==> src/rtl/pipe_hazard_ctrl_pkg.sv <==
// Shared control encodings for the pipeline hazard controller.
// Holds the forwarding selects, the FSM state type and the forwarding priority helper.
package pipe_hazard_ctrl_pkg;

    localparam logic [1:0] FWD_RF  = 2'b00;
    localparam logic [1:0] FWD_WB  = 2'b01;
    localparam logic [1:0] FWD_MEM = 2'b10;

    typedef enum logic {
        RUN     = 1'b0,
        MD_BUSY = 1'b1
    } state_e;

    // MEM is the younger producer, so it takes priority over WB. x0 is never forwarded.
    function automatic logic [1:0] fwd_select(
        input logic [4:0] rs,
        input logic [4:0] mem_rd,
        input logic       mem_we,
        input logic [4:0] wb_rd,
        input logic       wb_we
    );
        logic [1:0] sel;
        sel = FWD_RF;
        if (mem_we && (mem_rd != 5'd0) && (mem_rd == rs)) begin
            sel = FWD_MEM;
        end else if (wb_we && (wb_rd != 5'd0) && (wb_rd == rs)) begin
            sel = FWD_WB;
        end
        return sel;
    endfunction

endpackage

==> src/rtl/pipe_hazard_ctrl_hazard_fwd_unit.sv <==
// Combinational EX operand forwarding selects and the load-use hazard term.
// Evaluated every cycle irrespective of the controller state.
module hazard_fwd_unit
    import pipe_hazard_ctrl_pkg::*;
(
    input  logic [4:0] id_rs1,
    input  logic [4:0] id_rs2,
    input  logic       id_use_rs1,
    input  logic       id_use_rs2,
    input  logic [4:0] ex_rs1,
    input  logic [4:0] ex_rs2,
    input  logic [4:0] ex_rd,
    input  logic       ex_mem_read,
    input  logic [4:0] mem_rd,
    input  logic       mem_reg_write,
    input  logic [4:0] wb_rd,
    input  logic       wb_reg_write,
    output logic [1:0] fwd_a,
    output logic [1:0] fwd_b,
    output logic       lu
);

    always_comb begin
        fwd_a = fwd_select(ex_rs1, mem_rd, mem_reg_write, wb_rd, wb_reg_write);
        fwd_b = fwd_select(ex_rs2, mem_rd, mem_reg_write, wb_rd, wb_reg_write);
        lu    = ex_mem_read && (ex_rd != 5'd0) &&
                ((id_use_rs1 && (id_rs1 == ex_rd)) || (id_use_rs2 && (id_rs2 == ex_rd)));
    end

endmodule

==> src/rtl/pipe_hazard_ctrl.sv <==
// Central 5-stage pipeline controller: stalls, flushes, forwarding and the
// MUL/DIV start/done sequencing with a timeout watchdog and performance counters.
module pipe_hazard_ctrl
    import pipe_hazard_ctrl_pkg::*;
#(
    parameter int unsigned CNT_W      = 32,
    parameter int unsigned MD_MAX_CYC = 40,
    parameter int unsigned TO_W       = 6
) (
    input  logic             clk,
    input  logic             rst,
    input  logic [4:0]       id_rs1,
    input  logic [4:0]       id_rs2,
    input  logic             id_use_rs1,
    input  logic             id_use_rs2,
    input  logic [4:0]       ex_rs1,
    input  logic [4:0]       ex_rs2,
    input  logic [4:0]       ex_rd,
    input  logic             ex_mem_read,
    input  logic             ex_md_op,
    input  logic             ex_redirect,
    input  logic [4:0]       mem_rd,
    input  logic             mem_reg_write,
    input  logic [4:0]       wb_rd,
    input  logic             wb_reg_write,
    input  logic             md_done,
    output logic             pc_write,
    output logic             ifid_write,
    output logic             ifid_flush,
    output logic             idex_flush,
    output logic             exmem_bubble,
    output logic [1:0]       fwd_a,
    output logic [1:0]       fwd_b,
    output logic             md_start,
    output logic             md_busy,
    output logic             md_timeout,
    output logic [CNT_W-1:0] stall_cnt,
    output logic [CNT_W-1:0] flush_cnt
);

    localparam logic [TO_W-1:0] WDOG_LAST = TO_W'(MD_MAX_CYC - 1);

    state_e            state_q, state_d;
    logic [TO_W-1:0]   wdog_q, wdog_d;
    logic              timeout_q, timeout_d;
    logic [CNT_W-1:0]  stall_cnt_q, stall_cnt_d;
    logic [CNT_W-1:0]  flush_cnt_q, flush_cnt_d;
    logic              lu;

    hazard_fwd_unit u_fwd (
        .id_rs1        (id_rs1),
        .id_rs2        (id_rs2),
        .id_use_rs1    (id_use_rs1),
        .id_use_rs2    (id_use_rs2),
        .ex_rs1        (ex_rs1),
        .ex_rs2        (ex_rs2),
        .ex_rd         (ex_rd),
        .ex_mem_read   (ex_mem_read),
        .mem_rd        (mem_rd),
        .mem_reg_write (mem_reg_write),
        .wb_rd         (wb_rd),
        .wb_reg_write  (wb_reg_write),
        .fwd_a         (fwd_a),
        .fwd_b         (fwd_b),
        .lu            (lu)
    );

    always_comb begin
        state_d      = state_q;
        wdog_d       = wdog_q;
        timeout_d    = timeout_q;
        pc_write     = 1'b1;
        ifid_write   = 1'b1;
        ifid_flush   = 1'b0;
        idex_flush   = 1'b0;
        exmem_bubble = 1'b0;
        md_start     = 1'b0;

        unique case (state_q)
            RUN: begin
                if (ex_redirect) begin
                    ifid_flush = 1'b1;
                    idex_flush = 1'b1;
                end else if (ex_md_op) begin
                    md_start     = 1'b1;
                    pc_write     = 1'b0;
                    ifid_write   = 1'b0;
                    exmem_bubble = 1'b1;
                    wdog_d       = '0;
                    state_d      = MD_BUSY;
                end else if (lu) begin
                    pc_write   = 1'b0;
                    ifid_write = 1'b0;
                    idex_flush = 1'b1;
                end
            end
            MD_BUSY: begin
                pc_write     = 1'b0;
                ifid_write   = 1'b0;
                exmem_bubble = 1'b1;
                wdog_d       = wdog_q + 1'b1;
                // A done pulse on the watchdog's last cycle still counts as a good result.
                if (md_done || (wdog_q == WDOG_LAST)) begin
                    pc_write     = 1'b1;
                    ifid_write   = 1'b1;
                    exmem_bubble = 1'b0;
                    state_d      = RUN;
                    if (!md_done) begin
                        timeout_d = 1'b1;
                    end
                end
            end
            default: state_d = RUN;
        endcase

        if (rst) begin
            pc_write     = 1'b1;
            ifid_write   = 1'b1;
            ifid_flush   = 1'b0;
            idex_flush   = 1'b0;
            exmem_bubble = 1'b0;
            md_start     = 1'b0;
        end

        stall_cnt_d = stall_cnt_q + {{(CNT_W-1){1'b0}}, ~pc_write};
        flush_cnt_d = flush_cnt_q + {{(CNT_W-1){1'b0}}, ((state_q == RUN) && ex_redirect)};
    end

    always_ff @(posedge clk) begin
        if (rst) begin
            state_q     <= RUN;
            wdog_q      <= '0;
            timeout_q   <= 1'b0;
            stall_cnt_q <= '0;
            flush_cnt_q <= '0;
        end else begin
            state_q     <= state_d;
            wdog_q      <= wdog_d;
            timeout_q   <= timeout_d;
            stall_cnt_q <= stall_cnt_d;
            flush_cnt_q <= flush_cnt_d;
        end
    end

    assign md_busy    = (state_q == MD_BUSY);
    assign md_timeout = timeout_q;
    assign stall_cnt  = stall_cnt_q;
    assign flush_cnt  = flush_cnt_q;

endmodule
==> config.mk <==
export PLATFORM = sky130hd
export DESIGN_NAME = pipe_hazard_ctrl
export DESIGN_NICKNAME = d
export VERILOG_FILES = /design/src/rtl/pipe_hazard_ctrl_pkg.sv /design/src/rtl/pipe_hazard_ctrl_hazard_fwd_unit.sv /design/src/rtl/pipe_hazard_ctrl.sv
export SDC_FILE = /design/constraint.sdc
export NUM_CORES = 1
export LEC_CHECK = 0
export BUFFER_PORTS_ARGS = -buffer_cell sky130_fd_sc_hd__clkbuf_2
export CORE_AREA = 2 2 93 95
export CTS_BUF_LIST = sky130_fd_sc_hd__clkbuf_4 sky130_fd_sc_hd__clkbuf_8
export CTS_CLUSTER_DIAMETER = 50
export DETAILED_ROUTE_END_ITERATION = 8
export DIE_AREA = 0 0 95 97
export PLACE_DENSITY = 0.75
export SLEW_MARGIN = 40
export SYNTH_ARGS = -nofsm -noshare
export SYNTH_HDL_FRONTEND = slang
export SYNTH_SLANG_ARGS = --single-unit
==> constraint.sdc <==
create_clock -name clk -period 4.17 [get_ports clk]
set_input_delay 0.6255 -clock clk [delete_from_list [all_inputs] [get_ports clk]]
set_output_delay 0.6255 -clock clk [all_outputs]
set_load 0.1 [all_outputs]
==> impl_metrics.toml <==
[run_status]
status = "completed"

[hold_path]
min_path_cells = 2
min_from = "md_timeout$_SDFFE_PP0P_"
worst_hold_path.endpoint = "md_timeout$_SDFFE_PP0P_"
hp-class = "reg -> reg"

[setup_path]
worstPathCellList = "clkbuf_2 -> or4_1 -> o21ai_0 -> nor4_4 -> nor4_2 -> clkbuf_2"
setup.worst_path.start_class = "primary input"
ff2ff_path_depth = 12
crit_fanout = 3
cp_data_arrival_time_ns = 2.69
cp_num_cells = 6
cpMaxStageDelayCell = "o21ai_0"
reg2reg_slack_ns = 0.98
cp_num_buf_inv = 2
critPathKind = "in -> out"
r2r_start = "wdog_q[0]$_SDFFE_PP0P_"
cpPeakStageDelay_ns = 0.61
r2r-end = "stall_cnt[18]$_SDFF_PP0_"
crit_top_cell = "clkbuf_2"
crit_family = "simple AND/OR/NAND/NOR gates"
crit_required_ns = 3.54
end_kind = "output pin"

[timing]
setup_viol_count_final = 0
grt_setup_unrepaired = "no"
worst_pin_slew_ns = 0.7535
period_needed_ns = 3.320
max_freq_ghz = 0.3012
hold_ws_ns = 0.4801
drv_slew = 0
clock_skew_ns = 0.01617
min_period_over_period_pct = 79.61
relSlewSlack_pct = 49.23
finalHoldViolations = 0

[route]
drc = 0
vias_per_cell = 5.182
highest_layer = "met4"
via_count = 3296
wl_per_cell_um = 12.87
ant_nets = 0
wl_met1_um = 3817
route.met2.wl_um = 3709
drt-total-wl_um = 8185
wl_met3_um = 554
drtPass1Iterations = 4
first_iter_violations = 80

[power_and_ir_drop]
swShare_pct = 26.32
seqPwrFrac_pct = 47.6
intPower_mw = 1.078
p_clk_share_pct = 41.4
vdd_drop_max_v = 0.0001842
comb_power_share_pct = 11.1
p_leak_nw = 1.903
switchingPower_mw = 0.3849
finalPower_mw = 1.463
powerDensity_nw_per_um2 = 323.7

[global_route]
grt_max_degree = 40
grt_pass1_wl_um = 13280
gr-usage-all-layers_pct = 17.64
grt_overflow = 0
antenna_found_initial = 0
grt_pass1_vias = 2910

[finish]
diodes = 0
seqCellArea_um2 = 1441
drive_gt1_share_pct = 28.63
multi_input_area_um2 = 2082
area_delta_synth_final_pct = 26.13
nNetsFinal = 577
fillers = 711

[synthesis]
synth-seq-cells = 72
async_reset_ff_share_pct = 0
synth_area_um2 = 3582
synth_ff_type = "dfxtp_1"
yosysUniqueCellTypes = 42
yosysTopAreaCell = "dfxtp_1"
synthCells = 410
ys_warn_count = 0
yosysMostFrequentCell = "dfxtp_1"
synth_commonest_cells = "dfxtp_1, nor2_1, xor2_1"
synth-edff-count = 0
yosys.area.top_type_share_pct = 40.24
avgSynthCellArea_um2 = 8.737
ys_top_cells_by_area = "dfxtp_1, xor2_1, xnor2_1, nor2_1, nand4_1"
syn_nets = 460
ys_seq_area_share_pct = 40.24

[floorplanning]
die_h_um = 97
pin_count = 121
rows = 33
dieArea_um2 = 9215
coreArea_um2 = 8134
die_w_um = 95
start_util_pct = 44.04

[clock_tree]
cts-buffers-inserted = 9
path_clk_slew_ns = 0.07
postCtsSetupBuffers = 0
clock_path_buffers = 2
htree_levels = 3
cts_hold_buf = 0
cts-root-buf = "clkbuf_8"
clkLatencyLatePin_ns = 0.34
tritoncts = "done"
cts_resized = 0
cts_sinks = 72

[place]
io_buffer_count = 120
dp_hpwl_um = 6132
gp_congestion = 0.8079

[job]
maxCapViolCount = 0
## cell usage in the layout (no fill, tap or decap), types with 3 or more instances in the layout
cell,instances
and2_1,3
and4_1,5
xor2_1,46
and3_1,8
xnor2_1,38
nand3_1,21
a21oi_1,11
clkbuf_8,9
nand4_1,18
nor2b_1,8
or4_1,5
dfxtp_1,72
nor2_1,62
and3_2,4
clkbuf_2,120
o21ai_0,12
ha_1,5
inv_1,8
or3_1,10
nor4_4,5
nor3_1,10
nand2_1,21
## metal layers
layer	vias to the layer above	global-route usage, %
met5	-	0
met4	0	6.020
met3	10	4.907
met2	113	27.61
met1	1529	23.23
li1	1644	-
## per-stage QoR
stage | std cells | TNS, ns | setup WS (ns) | util (%) | area (um2)
6_report | 636 | 0 | 0.8501 | 55.55 | 4518
5_1_grt | 636 | 0 | 0.7175 | 55.55 | 4518
4_1_cts | 636 | 0 | 0.8453 | 55.55 | 4518
3_5_place_dp | 621 | 0 | 0.6734 | 52.87 | 4300
3_3_place_gp | 621 | 0 | 0.7977 | 52.87 | 4300
2_1_floorplan | 410 | -0.05262 | -0.05262 | - | 3638
## cell type report
class / count / share of cell area, %
Multi-Input combinational cell: 314 / 46.08
Clock inverter: 6 / 2.077
Tap cell: 105 / 2.908
Inverter: 8 / 0.6646
Timing Repair Buffer: 122 / 13.63
Clock buffer: 9 / 2.742
Sequential cell: 72 / 31.90
## flip-flops by register name, indices dropped and copies added, names as in the netlist
register and count:
flush_cnt 32, md_timeout 1, wdog_q 6, md_busy 1
stall_cnt 32
## tightest hold or removal path, cell delays in order (launching register included)
cell	delay (ns)
dfxtp_1	0.33
a31oi_1	0.04
nor2_1	0.07
## cell families after synthesis
kind of cell / count (synthesis) / share of synthesized area [%]
AO/OA/AOI/OAI: 32 / 5.065
multiplexers: 1 / 0.2794
flip-flops: 72 / 40.24
buffers and inverters: 24 / 3.213
XOR/XNOR: 84 / 20.54
adder cells (fa/ha/maj): 5 / 1.746
AND/OR/NAND/NOR: 192 / 28.92
## power by group through the flow
stage | combinational [mW] | clock (mW) | sequential, mW
floorplan | 0.0900 | 0 | 0.737
global placement | 0.159 | 0 | 0.712
detailed placement | 0.162 | 0 | 0.712
CTS | 0.163 | 0.622 | 0.696
global route | 0.172 | 0.655 | 0.697
finish | 0.162 | 0.605 | 0.696
## how the worst max path moves through the flow
stage	startpoint	slack [ns]	endpoint
2_1_floorplan	mem_rd[1]	-0.05	fwd_a[0]
3_3_place_gp	ex_rd[3]	0.80	stall_cnt[28]$_SDFF_PP0_
3_5_place_dp	ex_rd[3]	0.67	stall_cnt[30]$_SDFF_PP0_
4_1_cts	mem_rd[1]	0.85	fwd_a[0]
5_1_grt	wdog_q[0]$_SDFFE_PP0P_	0.72	stall_cnt[26]$_SDFF_PP0_
6_report	mem_rd[1]	0.85	fwd_a[0]
No activity file was read; power rests on OpenSTA's default activity.
